===== config.mk =====
export PLATFORM = sky130hd
export DESIGN_NAME = sram_waddr_gen
export DESIGN_NICKNAME = d
export VERILOG_FILES = /design/src/rtl/sram_waddr_gen.sv
export SDC_FILE = /design/constraint.sdc
export NUM_CORES = 1
export LEC_CHECK = 0
export ABC_CLOCK_PERIOD_IN_PS = 2070
export CORE_ASPECT_RATIO = 0.7
export CORE_MARGIN = 2
export CORE_UTILIZATION = 50
export CTS_CLUSTER_SIZE = 8
export DETAILED_ROUTE_END_ITERATION = 8
export PLACE_DENSITY_LB_ADDON = 0.3
export SYNTH_ARGS = -nofsm -noshare
export SYNTH_HDL_FRONTEND = slang
export SYNTH_SLANG_ARGS = --single-unit

===== constraint.sdc =====
create_clock -name clk -period 2.07 [get_ports clk]
set_clock_uncertainty 0.15 [all_clocks]
set_input_delay 0.3105 -clock clk [delete_from_list [all_inputs] [get_ports clk]]
set_output_delay 0.3105 -clock clk [all_outputs]
set_load 0.1 [all_outputs]

===== src/rtl/sram_waddr_gen.sv =====
// Write-address sequencer for the four result SRAM banks of the 16x16 systolic array.
// After a start pulse and a fixed latency, each bank gets a LEN-word write burst, skewed by SKEW per bank.
module sram_waddr_gen #(
  parameter int SKEW   = 4,
  parameter int LEN    = 99,
  parameter int LAT    = 16,
  parameter int ADDR_W = 10,
  parameter int CNT_W  = 7
) (
  input  logic              clk,
  input  logic              srstn,
  input  logic              start,
  output logic              busy,
  output logic              done,
  output logic              sram_wen_0,
  output logic              sram_wen_1,
  output logic              sram_wen_2,
  output logic              sram_wen_3,
  output logic [ADDR_W-1:0] sram_waddr_0,
  output logic [ADDR_W-1:0] sram_waddr_1,
  output logic [ADDR_W-1:0] sram_waddr_2,
  output logic [ADDR_W-1:0] sram_waddr_3
);

  localparam int LAST   = LEN - 1 + 3 * SKEW;
  localparam int WCNT_W = (LAT > 1) ? $clog2(LAT) : 1;

  typedef enum logic [1:0] {S_IDLE, S_WAIT, S_WRITE} state_t;

  state_t              r_state;
  state_t              w_state_nx;
  logic [WCNT_W-1:0]   r_wcnt;
  logic [WCNT_W-1:0]   w_wcnt_nx;
  logic [CNT_W-1:0]    r_cnt;
  logic [CNT_W-1:0]    w_cnt_nx;

  logic                w_wen_nx   [4];
  logic [ADDR_W-1:0]   w_waddr_nx [4];
  logic                w_done_nx;
  logic                r_wen_p1   [4];
  logic [ADDR_W-1:0]   r_waddr_p1 [4];
  logic                r_done_p1;

  function automatic logic in_win(input logic [CNT_W-1:0] cnt, input int g);
    return (cnt >= CNT_W'(SKEW * g)) && (cnt <= CNT_W'(SKEW * g + LEN - 1));
  endfunction

  // Difference taken in CNT_W bits; only consumed inside the window, so it never wraps visibly.
  function automatic logic [ADDR_W-1:0] bank_addr(input logic [CNT_W-1:0] cnt, input int g);
    logic [CNT_W-1:0] diff;
    diff = cnt - CNT_W'(SKEW * g);
    return ADDR_W'(diff);
  endfunction

  always_ff @(posedge clk or negedge srstn) begin
    if (!srstn) begin
      r_state <= S_IDLE;
      r_wcnt  <= '0;
      r_cnt   <= '0;
    end else begin
      r_state <= w_state_nx;
      r_wcnt  <= w_wcnt_nx;
      r_cnt   <= w_cnt_nx;
    end
  end

  always_comb begin
    w_state_nx = r_state;
    w_wcnt_nx  = r_wcnt;
    w_cnt_nx   = r_cnt;
    case (r_state)
      S_IDLE: begin
        if (start) begin
          w_state_nx = S_WAIT;
          w_wcnt_nx  = '0;
        end
      end
      S_WAIT: begin
        if (r_wcnt == WCNT_W'(LAT - 1)) begin
          w_state_nx = S_WRITE;
          w_wcnt_nx  = '0;
          w_cnt_nx   = '0;
        end else begin
          w_wcnt_nx = r_wcnt + 1'b1;
        end
      end
      S_WRITE: begin
        if (r_cnt == CNT_W'(LAST)) begin
          w_state_nx = S_IDLE;
          w_cnt_nx   = '0;
        end else begin
          w_cnt_nx = r_cnt + 1'b1;
        end
      end
      default: w_state_nx = S_IDLE;
    endcase
  end

  always_comb begin
    for (int g = 0; g < 4; g++) begin
      w_wen_nx[g]   = 1'b0;
      w_waddr_nx[g] = '0;
      if ((r_state == S_WRITE) && in_win(r_cnt, g)) begin
        w_wen_nx[g]   = 1'b1;
        w_waddr_nx[g] = bank_addr(r_cnt, g);
      end
    end
    w_done_nx = (r_state == S_WRITE) && (r_cnt == CNT_W'(LAST));
  end

  // Stage p1: output flops, one cycle behind the sequence counter.
  always_ff @(posedge clk or negedge srstn) begin
    if (!srstn) begin
      for (int g = 0; g < 4; g++) begin
        r_wen_p1[g]   <= 1'b0;
        r_waddr_p1[g] <= '0;
      end
      r_done_p1 <= 1'b0;
    end else begin
      for (int g = 0; g < 4; g++) begin
        r_wen_p1[g]   <= w_wen_nx[g];
        r_waddr_p1[g] <= w_waddr_nx[g];
      end
      r_done_p1 <= w_done_nx;
    end
  end

  assign busy         = (r_state != S_IDLE);
  assign done         = r_done_p1;
  assign sram_wen_0   = r_wen_p1[0];
  assign sram_wen_1   = r_wen_p1[1];
  assign sram_wen_2   = r_wen_p1[2];
  assign sram_wen_3   = r_wen_p1[3];
  assign sram_waddr_0 = r_waddr_p1[0];
  assign sram_waddr_1 = r_waddr_p1[1];
  assign sram_waddr_2 = r_waddr_p1[2];
  assign sram_waddr_3 = r_waddr_p1[3];

endmodule


==> results.json, run 1 <==
{
  "status": "finished clean",
  "synth.mux.area_fraction_pct": 0.924,
  "wirelength_um": 4250,
  "yosysSeqAreaShare_pct": 53.1,
  "fin_area_mm2": 0.00261,
  "ir_drop_v": 0.000515,
  "fmax_ghz": 0.525,
  "postCtsSetupRepairBufs": 0,
  "cts_root_buf": "clkbuf_8",
  "syn_avg_cell_area_um2": 10.5,
  "synth-xor-area-share_pct": 3.24,
  "row_count": 19,
  "rsz0062_at_grt": "no",
  "overflow": 0,
  "crit_type": "reg2reg",
  "route.detailed.drc": 0,
  "cts_sinks": 46,
  "die_w_um": 82.7,
  "final_util_pct": 64.6,
  "min_period_over_period_pct": 92.0,
  "met1_length_um": 2080,
  "drtPass1Iterations": 4,
  "yosys_most_used_dff": "dfrtp_1",
  "dpl.hpwl_um": 3210,
  "dpl-instance-area_mm2": 0.00252,
  "power.share.sequential_pct": 54.0,
  "synthesis.area_mm2": 0.00217,
  "intPower_mw": 1.32,
  "netlist_instances": 206,
  "crit_fanout": 8,
  "power_leakage_nw": 1.40,
  "final_net_count": 269,
  "hold_path.class": "in2async",
  "io_buffers": 36,
  "setup_viol": 0,
  "required_ns": 2.10,
  "synth_compound_area_share_pct": 9.71,
  "wl_met3_um": 261,
  "top_layer": "met4",
  "final_layout_size_suffix_gt1_share_pct": 24.1,
  "p_switching_mw": 0.613,
  "antenna_found_initial": 0,
  "ys_types": 42,
  "synth_top_family_by_area": "simple AND/OR/NAND/NOR gates",
  "syn2layout_area_growth_pct": 20.5,
  "finalCriticalPeriod_ns": 1.91,
  "max_slew.worst_pin.slew_ns": 0.502,
  "ant_nets": 0,
  "via_count": 1551,
  "combPwrFrac_pct": 20.3,
  "cts.htree.levels": 2,
  "slew_viol_final": 0,
  "ys_ff_latch": 46,
  "die_height_um": 59.1,
  "worst_setup_path_start_kind": "register",
  "gr-usage-all-layers_pct": 20.1,
  "start_util_pct": 53.6,
  "grt_pass1_vias": 1411,
  "drv_cap": 0,
  "ys_warn_count": 0,
  "worst_setup_path_end_kind": "register",
  "hold_violations": 0,
  "boundaryPins": 49,
  "ys_async_sr_fraction_pct": 100,
  "whs_ns": 0.371,
  "synth_fa_ha_area_share_pct": 7.51,
  "synth_edf_count": 0,
  "insertion_delay_ns": 0.30,
  "dr_wl_met2_um": 1840,
  "max_slew_margin_pct": 66.6,
  "die_area_mm2": 0.00488,
  "crit_arrival_ns": 1.94,
  "tns_ns": 0,
  "swShare_pct": 31.7,
  "reg2reg_depth": 6,
  "cts_tree": "yes",
  "clk_path_buf_depth": 2,
  "routabilityCongestion": 0.906,
  "clk_pin_slew_ns": 0.08,
  "p_clk_share_pct": 25.7,
  "cts_buffers": 5,
  "drt-initial-drc-count": 95,
  "n_antenna_cell": 0,
  "vias_per_cell": 5.09,
  "grt_max_degree": 25,
  "p_total_mw": 1.94,
  "core_area_mm2": 0.00404,
  "grt_pass1_wl_um": 7060,
  "power_density_mw_per_mm2": 742,
  "synth-simple-area-share_pct": 16.9,
  "wire_per_inst_um": 13.9
}
[kinds of logic (layout without fill, tap and decap cells)]
kind of cell             count (synthesis)  after routing
other                                    1             12
multiplexers                             2              2
buffers and inverters                   30             66
adder cells (fa/ha/maj)                 13             13
AND/OR/NAND/NOR                         72             72
flip-flops                              46             46
XOR/XNOR                                 8              8
AO/OA/AOI/OAI                           34             34
[stage by stage]
stage          instances  setup WS [ns]
5_1_grt              305         0.0439
3_3_place_gp         297          0.161
4_1_cts              305         0.0790
6_report             305          0.165
2_1_floorplan        217          0.196
3_5_place_dp         297         0.0930
[metal layers]
| layer | up-vias | track usage (%) |
|---|---|---|
| li1 | 756 | - |
| met1 | 736 | 29.5 |
| met2 | 51 | 28.8 |
| met3 | 8 | 4.57 |
| met4 | 0 | 8.43 |
| met5 | - | 0 |
[cell type report]
class	count	area, um2
Clock buffer	5	68.8
Multi-Input combinational cell	141	878
Inverter	9	33.8
Fill cell	324	1430
Clock inverter	2	10.0
Tap cell	52	65.1
Timing Repair Buffer	50	403
Sequential cell	46	1150
[state kept, by name (all words and copies together) (netlist names), 2 cells and up]
name and cells:
r_state 2, r_cnt 7, sram_waddr_2 7, sram_waddr_0 7
r_wcnt 4, sram_waddr_1 7, sram_waddr_3 7
[worst paths after layout]
| kind | startpoint | endpoint | slack [ns] |
|---|---|---|---|
| min | srstn | sram_waddr_1[1] | 0.37 |
| max in group asynchronous | srstn | r_state[1] | 0.90 |
| min in group clk | r_wcnt[0] | r_wcnt[0] | 0.39 |
| max | r_cnt[4] | sram_waddr_2[2] | 0.16 |
| min reg2reg | r_wcnt[0] | r_wcnt[0] | 0.39 |
| max reg2reg | r_cnt[4] | sram_waddr_2[2] | 0.16 |
[placed cells by master, fill, tap and decap left out, types with 2 or more instances in the layout]
cell      synthesis  routed
conb_1            1      12
dfrtp_1          46      46
buf_4            13      45
xnor2_1           5       5
nand3_1           4       4
o21ai_0           9       9
clkbuf_8          0       5
xor2_1            3       3
clkinv_2          0       2
mux2i_1           2       2
o21ai_2           2       2
nor2_1           23      23
buf_12            0       2
or3_1             5       4
nand4_1           2       2
nor3_1            4       4
a21oi_1          10      10
a22o_1            2       2
nand2_1          15      15
and3_1            2       2
and2_1            7       7
a31oi_1           3       3
inv_1             9       9
ha_1             13      13
[cells in the mapped netlist, types with 2 or more instances]
library cell / instances / share of area, %
dfrtp_1: 46 / 53
nor2_1: 23 / 4.0
nand2_1: 15 / 2.6
buf_4: 13 / 4.5
ha_1: 13 / 7.5
a21oi_1: 10 / 2.3
inv_1: 9 / 1.6
o21ai_0: 9 / 2.1
and2_1: 7 / 2.0
buf_2: 5 / 1.2
or3_1: 5 / 1.4
xnor2_1: 5 / 2.0
nand3_1: 4 / 0.92
nor3_1: 4 / 0.92
a31oi_1: 3 / 0.87
xor2_1: 3 / 1.2
a22o_1: 2 / 0.81
and3_1: 2 / 0.58
buf_6: 2 / 1.0
mux2i_1: 2 / 0.92
nand4_1: 2 / 0.58
o21ai_2: 2 / 0.81
[worst max-delay path, stage by stage (launching register included)]
cell and delay [ns]:
dfrtp_1 0.38, inv_1 0.19, ha_1 0.21, nor3b_1 0.33, a21boi_0 0.26, or3_4 0.21
nor2_1 0.06
[power groups by stage]
stage                     Sequential [mW]  Clock, mW  Combinational (mW)
final                                1.05      0.497               0.394
after global routing                 1.06      0.563               0.439
after CTS                            1.04      0.514               0.398
after detailed placement             1.06          0               0.396
after global placement               1.06          0               0.388
after floorplan                      1.03          0               0.358
[timing repair]
action,in CTS,in global routing
hold endpoints to repair,22,0
resized for setup,0,1
hold buffers,1,0
setup endpoints to repair,0,4
Note: power is estimated with default switching activity, not from simulation.
==> run 2, diff against run 1 <==
- ABC_AREA: default -> 1
- CORE_UTILIZATION: 50 -> 51
==> results.json, run 2 <==
{
  "worst_setup_path_start_kind": "register",
  "power_density_mw_per_mm2": 582,
  "ys_types": 27,
  "setup_viol": 0,
  "yosys.area.top_type": "dfrtp_1",
  "yosysSeqAreaShare_pct": 49.6,
  "synthesis.area_mm2": 0.00232,
  "ant_nets": 0,
  "gr-usage-all-layers_pct": 18.7,
  "die_area_mm2": 0.00511,
  "worst_setup_path_end_kind": "register",
  "final_layout_size_suffix_gt1_share_pct": 30.2,
  "syn2layout_area_growth_pct": 17.5,
  "synth_top_area_share_pct": 49.6,
  "netlist_instances": 245,
  "max_slew.worst_pin.slew_ns": 0.539,
  "cts_sinks": 46,
  "ir_drop_v": 0.000318,
  "p_total_mw": 1.59,
  "final_net_count": 303,
  "cts_buffers": 5,
  "core_area_mm2": 0.00435,
  "min_period_over_period_pct": 89.5,
  "synth_commonest_cells": "dfrtp_1, nand2_1, inv_1",
  "final_cells": 343,
  "tns_ns": 0,
  "status": "finished clean",
  "antenna_found_initial": 0,
  "wirelength_um": 4480,
  "n_antenna_cell": 0,
  "drtPass1Iterations": 4,
  "dpl-instance-area_mm2": 0.00262,
  "die_w_um": 84.6,
  "crit_arrival_ns": 1.90,
  "cts.repair.resized": 0,
  "grt_max_degree": 47,
  "die_height_um": 60.4,
  "max_slew_margin_pct": 64.1,
  "layout_common_cells": "dfrtp_1, nand2_1, buf_4, inv_1, nor2_1",
  "cts.htree.levels": 2,
  "final_util_pct": 62.6,
  "hold_path.class": "in2async",
  "fmax_ghz": 0.539,
  "power_leakage_nw": 1.30,
  "grt_pass1_vias": 1508,
  "drt-initial-drc-count": 93,
  "ctsHoldBuffers": 1,
  "synth.area.top_cells": "dfrtp_1, ha_1, nand2_1",
  "via_count": 1675,
  "route.detailed.drc": 0,
  "fin_area_mm2": 0.00273,
  "ys_async_sr_fraction_pct": 100,
  "io_buffers": 36,
  "clk_pin_slew_ns": 0.09,
  "syn_avg_cell_area_um2": 9.47,
  "start_util_pct": 53.3,
  "wire_per_inst_um": 13.0,
  "insertion_delay_ns": 0.30,
  "drv_cap": 0,
  "yosys_most_used_dff": "dfrtp_1",
  "rsz0062_at_grt": "no",
  "clk_path_buf_depth": 2,
  "post-place-cells": 334,
  "crit_type": "reg2reg",
  "vias_per_cell": 4.88,
  "row_count": 20,
  "cts_tree": "yes",
  "crit_fanout": 9,
  "slew_viol_final": 0,
  "synth_most_common_cell": "dfrtp_1",
  "synth_edf_count": 0,
  "cts_root_buf": "clkbuf_8",
  "ys_warn_count": 0,
  "dpl.hpwl_um": 3230,
  "routabilityCongestion": 0.903,
  "required_ns": 2.11,
  "ys_ff_latch": 46,
  "postCtsSetupRepairBufs": 0,
  "finalCriticalPeriod_ns": 1.85,
  "overflow": 0,
  "boundaryPins": 49,
  "grt_pass1_wl_um": 7270,
  "final_common_cell": "dfrtp_1",
  "hold_violations": 0
}
==> run 2: cell types whose count changed in the layout (fill, tap and decap cells not counted), sizes merged, moves of 8 or more <==
cell	delta
inv	+24
a21oi	-9
nand3	+11
nand2	+28
nor2	+17
and2	-8
buf	-9
==> run 2: cell families after synthesis <==
logic type,after synthesis,synth area share (%)
buffers and inverters,50,11.2
xor gates and xnor gates,10,3.78
and+or+nand+nor,109,23.9
AOI/OAI and AO/OA,16,4.32
adders and majority gates,13,7.01
DFF,46,49.6
other,1,0.162
==> run 2: power breakdown <==
part | switching [mW] | internal, mW | total, mW
Sequential | 0 | 0.898 | 0.898
Clock | 0.300 | 0.268 | 0.569
Combinational | 0.112 | 0.00764 | 0.120
==> run 2: metal layers <==
| metal | part of all wire, % | global-route usage [%] |
|---|---|---|
| met1 | 49 | 26.1 |
| met2 | 43 | 28.7 |
| met3 | 6.4 | 5.03 |
| met4 | 1.5 | 7.03 |
| met5 | 0 | 0 |
==> run 2: cell type report <==
class	count	area, um2
clock inverter	2	12.5
tap	55	68.8
multi-input combinational	160	951
sequential	46	1150
timing repair buffer	41	335
inverter	33	124
clock buffer	6	82.6
fill	391	1630
==> run 2: path summary, 6_finish.rpt <==
kind	start	to	slack, ns	cells past startpoint
worst min register to register	r_wcnt[3]	r_wcnt[3]	0.42	3
worst max register to register	r_cnt[3]	sram_waddr_1[3]	0.22	7
worst max-delay path	r_cnt[3]	sram_waddr_1[3]	0.22	7
min in group clk	r_wcnt[3]	r_wcnt[3]	0.42	3
max in group asynchronous	srstn	sram_waddr_0[2]	1.20	3
worst min-delay path	srstn	r_wcnt[3]	0.36	3
==> run 2: worst max-delay path: stages (launching register included) <==
cell and delay, ns:
dfrtp_1 0.45, inv_1 0.27, ha_1 0.27, nand3_1 0.11
o21ai_1 0.16, nand2_1 0.13, nand3_4 0.12, nor2_1 0.06
==> run 2: metrics by stage <==
stage	hold slack (ns)	worst slack, ns
6_report	0.364	0.216
5_1_grt	0.397	0.0483
4_1_cts	0.365	0.257
3_5_place_dp	0.155	0.269
3_3_place_gp	0.156	0.320
2_1_floorplan	-0.135	0.462
